## src/rtl/piso_serializer.sv

```systemverilog
// ---------------------------------------------------------------------------
// piso_serializer
//
// Parallel-in / serial-out transmitter. A WIDTH-bit word is captured when
// load && ready on a rising edge and shifted out LSB-first on s_out, one bit
// every DIV clock cycles. The LSB-first order matches the team's SIPO
// receivers, which insert at the MSB and shift toward bit 0.
//
// Optional feature: define PISO_PARITY_EN to append one even-parity bit
// (XOR of the captured word) after the data bits.
//
// Parameters
//   WIDTH     data word width in bits (>= 2)
//   DIV       clock cycles per serial bit (>= 1)
//
// Ports
//   clk        system clock, rising edge
//   reset      synchronous, active-low reset
//   p_in       parallel word, sampled only when a load is accepted
//   load       load request, accepted when load && ready at an edge
//   ready      idle, a word can be accepted
//   s_out      serial data (LSB first), 0 while idle
//   s_valid    s_out carries a data or parity bit
//   done       one-cycle pulse in the first idle cycle after a frame
//   state_dbg  current FSM state (0 idle, 1 shift, 2 parity)
//
// Handshake: a word transfers on a rising edge where load && ready are both
// 1. While ready is 0 the load input is ignored: nothing is queued and p_in
// is not sampled. done and ready rise together, so a load held high in the
// done cycle starts the next frame after a one-cycle gap.
// ---------------------------------------------------------------------------
module piso_serializer #(
    parameter int WIDTH = 4,
    parameter int DIV   = 1
) (
    input  logic             clk,
    input  logic             reset,
    input  logic [WIDTH-1:0] p_in,
    input  logic             load,
    output logic             ready,
    output logic             s_out,
    output logic             s_valid,
    output logic             done,
    output logic [1:0]       state_dbg
);

    localparam int BW = $clog2(WIDTH + 1);
    localparam int DW = (DIV > 1) ? $clog2(DIV) : 1;

    typedef enum logic [1:0] {
        IDLE   = 2'd0,
        SHIFT  = 2'd1,
        PARITY = 2'd2
    } state_t;

    state_t           state, state_nx;
    logic [WIDTH-1:0] shreg, shreg_nx;
    logic [BW-1:0]    bit_cnt, bit_cnt_nx;
    logic [DW-1:0]    div_cnt, div_cnt_nx;
    logic             done_q, done_nx;
    logic             div_last;
    logic             bit_last;

`ifdef PISO_PARITY_EN
    logic             par_q, par_nx;
`endif

    assign div_last = (div_cnt == DW'(DIV - 1));
    assign bit_last = (bit_cnt == BW'(WIDTH - 1));

    // State and datapath registers
    always_ff @(posedge clk) begin
        if (!reset) begin
            state   <= IDLE;
            shreg   <= '0;
            bit_cnt <= '0;
            div_cnt <= '0;
            done_q  <= 1'b0;
`ifdef PISO_PARITY_EN
            par_q   <= 1'b0;
`endif
        end else begin
            state   <= state_nx;
            shreg   <= shreg_nx;
            bit_cnt <= bit_cnt_nx;
            div_cnt <= div_cnt_nx;
            done_q  <= done_nx;
`ifdef PISO_PARITY_EN
            par_q   <= par_nx;
`endif
        end
    end

    // Next-state and datapath update
    always_comb begin
        state_nx   = state;
        shreg_nx   = shreg;
        bit_cnt_nx = bit_cnt;
        div_cnt_nx = div_cnt;
        done_nx    = 1'b0;
`ifdef PISO_PARITY_EN
        par_nx     = par_q;
`endif
        case (state)
            IDLE: begin
                if (load) begin
                    shreg_nx   = p_in;
                    bit_cnt_nx = '0;
                    div_cnt_nx = '0;
`ifdef PISO_PARITY_EN
                    par_nx     = ^p_in;
`endif
                    state_nx   = SHIFT;
                end
            end
            SHIFT: begin
                if (div_last) begin
                    div_cnt_nx = '0;
                    shreg_nx   = shreg >> 1;
                    bit_cnt_nx = bit_cnt + 1'b1;
                    if (bit_last) begin
                        // Counters are returned to 0 so idle always looks
                        // the same as just after reset.
                        bit_cnt_nx = '0;
`ifdef PISO_PARITY_EN
                        state_nx   = PARITY;
`else
                        state_nx   = IDLE;
                        done_nx    = 1'b1;
`endif
                    end
                end else begin
                    div_cnt_nx = div_cnt + 1'b1;
                end
            end
`ifdef PISO_PARITY_EN
            PARITY: begin
                if (div_last) begin
                    div_cnt_nx = '0;
                    state_nx   = IDLE;
                    done_nx    = 1'b1;
                end else begin
                    div_cnt_nx = div_cnt + 1'b1;
                end
            end
`endif
            default: begin
                state_nx = IDLE;
            end
        endcase
    end

    // Outputs depend only on registers; no path from load or p_in.
    always_comb begin
        s_out = 1'b0;
        case (state)
            SHIFT:   s_out = shreg[0];
`ifdef PISO_PARITY_EN
            PARITY:  s_out = par_q;
`endif
            default: s_out = 1'b0;
        endcase
    end

    assign ready     = (state == IDLE);
    assign s_valid   = (state != IDLE);
    assign done      = done_q;
    assign state_dbg = state;

endmodule

```

## config.mk

```make
export PLATFORM = sky130hd
export DESIGN_NAME = piso_serializer
export DESIGN_NICKNAME = d
export VERILOG_FILES = /design/src/rtl/piso_serializer.sv
export SDC_FILE = /design/constraint.sdc
export NUM_CORES = 1
export LEC_CHECK = 0
export CORE_AREA = 5 5 42 44
export DETAILED_ROUTE_END_ITERATION = 6
export DIE_AREA = 0 0 47 49
export PLACE_DENSITY_LB_ADDON = 0.2
export SETUP_SLACK_MARGIN = 0.1
export SYNTH_ARGS = -nofsm -noshare
export SYNTH_HDL_FRONTEND = slang
export SYNTH_SLANG_ARGS = --single-unit
```

## constraint.sdc

```tcl
create_clock -name clk -period 1.2 [get_ports clk]
set_clock_uncertainty 0.1 [all_clocks]
set_input_delay 0.24 -clock clk [delete_from_list [all_inputs] [get_ports clk]]
set_output_delay 0.24 -clock clk [all_outputs]
set_load 0.01 [all_outputs]
```

[After elaboration in Yosys (flattened, before gate mapping)]
Index checks and enable logic that the tools add are counted.
Cells by class
  add/subtract/negate cells: 2
  eq/ne operators: 5
  mux-type cells: 16
  bitwise gates (word level): 2
  reduce and logical (&&, ||, !) cells: 7
Operators with widths (number)
  $mux W3: 3
  $mux W4: 2
  $pmux W4 S2: 1
  $mux W2: 3
  $ne A2 B2 Y1 const B: 3
  $pmux W3 S2: 1
  $reduce_and A3 Y1: 2
  $mux W1: 4
  $pmux W2 S2: 1
  $reduce_bool A2 Y1: 2
  $add A3 B1 Y3 const B: 1
  $eq A3 B2 Y1 const B: 1
  $reduce_or A3 Y1: 1
  $eq A2 B1 Y1 const B: 1
  $logic_not A2 Y1: 1
  $not A1 Y1: 2
  $pmux W1 S2: 1
  $reduce_and A2 Y1: 1
  $add A1 B1 Y1 const B: 1
Word-level totals
  register bits: 11
  bits of input ports: 7
  output and inout bits: 6
  word-level logic and storage cells: 37

[Depth between registers and ports, before layout]
Gate-level depths: netlist (run 1).
  depth in word-level cells: 4
  depth in mapped cells: 4
  mapped depth without buffers: 4

[Least setup slack after synthesis (run 1)]
Ideal clock, no wire load.
  path type: register -> register
  start: register state[0] (netlist: state_dbg[0])
  end: register bit_cnt[0]
  library setup time: 58 ps
  data arrival time: 909 ps
  required time: 1042 ps
  setup slack: 134 ps
  stages on the path, launching flop included: 5
  path buffers: 1
  period minus slack after synthesis: 1066 ps
  path through: dfxtp_1 > buf_4 > inv_2 > nor3_1 > o21a_1
Between the ends
  longest elaborated chain between the ends: 3
  elaborated cells between the ends (all ways): 7
  those cells by class: 3 x eq/ne; 1 x mux; 3 x reduce/logical
Ends and longest elaborated chain
  from (decl): line 56  | state_t state, state_nx;
  from (signal assigned): line 83  | state <= state_nx;
  $logic_not A2 Y1 (*)
  net ready: line 40  | output logic ready,
  $ne A2 B2 Y1 (no line) or $reduce_bool A2 Y1 (tied branches)
  $reduce_and A3 Y1 (no line)
  to (signal assigned): line 85  | bit_cnt <= bit_cnt_nx;
  to (decl): line 58  | logic [BW-1:0] bit_cnt, bit_cnt_nx;
Mark *: on every way through the listed nets, which the timed path passes. The rest lies on a longest branch.
A chain may end at the register's enable or synchronous reset.

[Worst setup path after layout (run 1)]
  start: register state[0] (netlist: state_dbg[0])
  end: output s_out
Between the ends
  longest elaborated chain between the ends: 2
Ends and longest elaborated chain
  $eq A2 B1 Y1: line 156  | case (state)
  $mux W1: line 156
  to (decl): line 41  | output logic s_out,
No other way between the ends.

==> impl_metrics.yaml, run 1 <==
clock_network:
  clkTransAtPathRegs_ns: 0.06
  clkLatencyLatePin_ns: 0.26
  ctsRootBufferMaster: "clkbuf_4"
  cts_made_buffers: 3
  cts_tree: "yes"
  clock_path_buffers: 2
  cts_sinks: 9
  htree_num_levels: 1
  postCtsHoldBufs: 0
global_routing:
  track_usage_pct: 7.61
  grt_pass1_wl_microns: 1240
  grt_overflow_total: 0
  antenna_found_initial: 0
  grt_max_degree: 10
  grt_pass1_vias: 299
floorplanning:
  die_w_microns: 47
  core_region_area_sq_um: 1400
  start_util_pct: 28.7
  rows: 14
  io_pins: 13
  die_h_microns: 49
  die_area_sq_um: 2300
power:
  ir_worst_vdd_v: 0.000486
  powerDensity_nw_per_um2: 1150
  p_leak_uw: 0.000268
  finalPower_uw: 663
sta:
  fin_crit_sh_pct: 101
  fmax_mhz: 827
  rsz0062_at_grt: "yes"
  setup_ws_ns: -0.00939
  post-route-min-period_ns: 1.21
  setup_violations: 1
  timing.hold.ws_ns: 0.264
  report.final.slew_viol_count: 0
  hold_violations: 0
setup_path:
  cp-end-kind: "output port"
  arrival_ns: 0.87
  cp-start-kind: "flop"
  crit_required_ns: 0.86
  crit_type: "reg2out"
  startpoint: "state_dbg[0]"
  cp_max_fo: 5
  rr_startpoint: "state_dbg[0]"
routing:
  first_pass_iters: 1
  wire_per_inst_microns: 10.7
  routed_via_density: 4.61
  wl_microns: 758
  ant_nets: 0
  num_vias: 327
  drt_first_iter_violations: 0
  route.detailed.drc: 0
placed_design:
  port_buffers: 11
  dpl.cell_count: 66
  routabilityCongestion: 0.641
  dp_hpwl_microns: 549
  place_area_sq_um: 522
hold_path:
  hp-start: "reset"
  min_path_type: "in2reg"
synth:
  syn-mean-instance-area_sq_um: 10.1
  yosys-top-cells-area: "dfxtp_1, mux2i_1, buf_4"
  synthCells: 40
  synth_area_leader_cell: "dfxtp_1"
  synth_area_sq_um: 403
  synth_seq_cells: 9
  ys_seq_area_share_pct: 44.7
  synthDominantCellAreaShare_pct: 44.7
  synth.distinct_cells: 18
  syn-num-nets: 48
  yosys_warnings: 0
final_layout:
  fin_util_pct: 41.0
  fin_nets: 64
  design_area_sq_um: 574
  drive_above_1_share_pct: 38.2
  final_cells: 71
  fill_cells: 157
  syn_to_final_growth_pct: 42.5
  diodes: 0
run_status:
  violations: "negative setup slack"
  run_status: "finished, violations left"
run:
  maxCapViolations: 0
flip-flops by register name (all words and copies together), names as in the netlist:
signal / flops
done: 1
state_dbg: 1
shreg: 4
bit_cnt: 3
cells in the final DEF, fill, tap and decap left out:
master / Yosys / layout
mux2i_1: 4 / 4
clkbuf_4: 0 / 3
dfxtp_4: 0 / 1
dfxtp_2: 0 / 2
nor2b_1: 2 / 1
dfxtp_1: 9 / 6
nand2_1: 1 / 1
clkbuf_1: 0 / 1
buf_2: 0 / 4
dlymetal6s2s_1: 0 / 1
nor3_2: 0 / 1
o21a_1: 1 / 1
o21ai_0: 3 / 3
dlygate4sd2_1: 0 / 1
nor3b_1: 2 / 1
ha_4: 0 / 1
nor3b_2: 0 / 1
nor2b_4: 0 / 1
mux2_4: 1 / 1
clkdlybuf4s50_1: 0 / 4
buf_4: 3 / 4
buf_6: 1 / 1
o211a_1: 1 / 1
conb_1: 1 / 1
and2_1: 1 / 1
a21oi_1: 4 / 4
and3_1: 3 / 3
inv_2: 1 / 1
stage by stage:
stage,TNS (ns),worst slack [ns]
after global placement,-1.86,-0.209
after CTS,-0.0230,-0.0230
after floorplan,0,0.134
after global routing,-0.0394,-0.0394
final,-0.00939,-0.00939
after detailed placement,-2.08,-0.226
area by class of cell:
type	count	area [sq um]	share of cell area [%]
multi-input cells	26	215	37.5
flip-flops and latches	9	186	32.5
repair buffers	15	123	21.4
clock buffers	4	26.3	4.58
well taps	16	20.0	3.49
inverters	1	3.75	0.654
power breakdown:
part / total [uW] / switching, uW / internal (uW) / leakage [uW]
Combinational: 104 / 42.8 / 60.8 / 0.000178
Clock: 233 / 105 / 128 / 0.0000150
Sequential: 326 / 10.7 / 315 / 0.0000753
Total: 663 / 159 / 504 / 0.000268
timing repair:
| action | CTS | global route |
|---|---|---|
| setup endpoints to repair | 13 | 7 |
| setup buffers | 0 | 1 |
| pin swaps | 0 | 1 |
| cloned | 0 | 0 |
| gates resized for setup | 28 | 5 |
cells by family (layout without fill, tap and decap cells):
family | after synthesis | after routing | share of synthesized area, %
AND/OR/NAND/NOR | 10 | 10 | 15.2
AO/OA/AOI/OAI | 9 | 9 | 13.0
flip-flops | 9 | 9 | 44.7
multiplexers | 5 | 5 | 13.7
buffers and inverters | 5 | 20 | 9.32
adder cells (fa/ha/maj) | 1 | 1 | 3.11
other | 1 | 1 | 0.931
routing by layer:
layer / vias to the layer above / part of all wire, % / GRT usage, %
met5: - / 0 / 0
met4: 0 / 0 / 4.15
met3: 0 / 8.4 / 4.43
met2: 11 / 43 / 9.50
met1: 146 / 48 / 9.91
li1: 170 / - / -
path summary, 6_finish.rpt:
path | end | slack, ns | cells after the start
max | s_out | -0.009 | 2
min | state_dbg[0] | 0.26 | 2
max reg2reg | bit_cnt[1] | 0.16 | 4
min reg2reg | bit_cnt[2] | 0.42 | 1
worst max-delay path, stage by stage (launching register included):
cell and delay (ns):
dfxtp_4 0.36, and2_1 0.13, buf_2 0.13
Yosys cell counts:
library cell,count
o21ai_0,3
and3_1,3
nor2b_1,2
ha_1,1
buf_4,3
mux2_4,1
nor3b_1,2
nand2_1,1
a21oi_1,4
buf_6,1
mux2i_1,4
inv_2,1
conb_1,1
dfxtp_1,9
nor3_1,1
o21a_1,1
o211a_1,1
and2_1,1
Power figures use the tool's default switching activity.
==> run 2: changes to the inputs <==
--- a/config.mk
+++ b/config.mk
@@ -5,9 +5,10 @@
 export SDC_FILE = /design/constraint.sdc
 export NUM_CORES = 1
 export LEC_CHECK = 0
-export CORE_AREA = 5 5 42 44
+export CORE_AREA = 2 2 39 41
+export CTS_CLUSTER_SIZE = 28
 export DETAILED_ROUTE_END_ITERATION = 6
-export DIE_AREA = 0 0 47 49
+export DIE_AREA = 0 0 41 43
 export PLACE_DENSITY_LB_ADDON = 0.2
 export SETUP_SLACK_MARGIN = 0.1
 export SYNTH_ARGS = -nofsm -noshare
==> impl_metrics.yaml, run 2 (synthesis results as in run 1) <==
placed_design:
  port_buffers: 11
  dp_slack_ns: -0.232
  place_area_sq_um: 529
  dpl.cell_count: 67
  routabilityCongestion: 0.710
  dp_hpwl_microns: 535
sta:
  fin_crit_sh_pct: 99.5
  hold_violations: 0
  post-route-min-period_ns: 1.19
  fmax_mhz: 838
  rsz0062_at_grt: "yes"
  setup_violations: 0
  report.final.slew_viol_count: 0
  setup_ws_ns: 0.00611
clock_network:
  clkTransAtPathRegs_ns: 0.06
  ctsRootBufferMaster: "clkbuf_4"
  htree_num_levels: 1
  clock_path_buffers: 2
  cts_tree: "yes"
  cts_sinks: 9
  cts_made_buffers: 3
  postCtsHoldBufs: 0
  clkLatencyLatePin_ns: 0.26
hold_path:
  hold_depth: 2
  min_path_type: "in2reg"
  hp-start: "reset"
floorplanning:
  core_region_area_sq_um: 1380
  io_pins: 13
  die_h_microns: 43
  die_w_microns: 41
  rows: 14
  die_area_sq_um: 1760
  start_util_pct: 29.1
final_layout:
  drive_above_1_share_pct: 44.6
  reg.largest.list: "shreg x4, bit_cnt x3"
  syn_to_final_growth_pct: 50.6
  layout_commonest_cell: "dfxtp_1"
  fin_nets: 65
  regMostFlops: "shreg"
  layout_common_cells: "dfxtp_1, mux2i_1, a21oi_1, clkdlybuf4s50_1, buf_6"
  diodes: 0
  final_cells: 72
  fill_cells: 142
  design_area_sq_um: 607
  largest_reg_flops: 4
routing:
  top_layer: "met3"
  routed-wl-met3_microns: 73
  routed-wl-met2_microns: 344
  wl_microns: 800
  route.detailed.drc: 0
  routed_via_density: 4.56
  wire_per_inst_microns: 11.1
  drt_first_iter_violations: 1
  num_vias: 328
  wl_met1_microns: 382
  first_pass_iters: 4
  ant_nets: 0
setup_path:
  cp-start-kind: "flop"
  crit_required_ns: 0.86
  arrival_ns: 0.85
  cp-end-kind: "output port"
  startpoint: "state_dbg[0]"
  crit_type: "reg2out"
  cp_max_fo: 4
  rr_startpoint: "state_dbg[0]"
  reg2reg_depth: 4
global_routing:
  grt_max_degree: 10
  grt_overflow_total: 0
  track_usage_pct: 10.4
  grt_pass1_wl_microns: 1170
  antenna_found_initial: 0
  grt_pass1_vias: 274
power:
  p_leak_uw: 0.000284
  powerDensity_nw_per_um2: 1130
  ir_worst_vdd_v: 0.000607
run:
  maxCapViolations: 0
run_status:
  run_status: "finished clean"
## run 2: power by group
group	total (uW)	switching [uW]	internal (uW)
Sequential	328	11.4	316
Clock	237	109	128
Combinational	119	48.7	70.1
## run 2: cell type report
cell class,instances,area (sq um),share of cell area (%)
sequential,9,184,30.3
tap,16,20.0,3.30
timing repair buffer,16,144,23.7
clock buffer,4,26.3,4.33
inverter,1,6.26,1.03
multi-input combinational,26,226,37.3
## run 2: repair_timing
item / 4_1_cts / 5_1_grt
endpoints found under the setup margin: 13 / 9
pin swaps: 0 / 4
resized for setup: 29 / 13
setup buffers: 0 / 1
## run 2: worst paths after layout
check / to / slack [ns]
setup reg to reg: bit_cnt[2] / 0.12
hold reg to reg: shreg[1] / 0.41
setup / recovery: ready / 0.006
hold / removal: bit_cnt[0] / 0.29
## run 2: metrics by stage
step	power (uW)	utilization, %	TNS, ns	hold WS, ns
2_1_floorplan	390	-	0	0.258
3_3_place_gp	438	38.2	-1.84	0.379
3_5_place_dp	439	38.2	-2.00	0.384
4_1_cts	677	40.2	-0.0103	0.427
5_1_grt	725	43.9	-0.0640	0.309
6_report	683	43.9	0	0.290
## run 2: worst max-delay path, cell delays in order, from the launching register on
cell,delay [ns]
dfxtp_2,0.35
buf_6,0.11
inv_4,0.03
buf_6,0.10
## run 2: routing by layer
layer | vias to the layer above | track usage [%]
met3 | 0 | 9.42
met4 | 0 | 2.00
li1 | 170 | -
met5 | - | 0
met2 | 11 | 12.8
met1 | 147 | 13.3
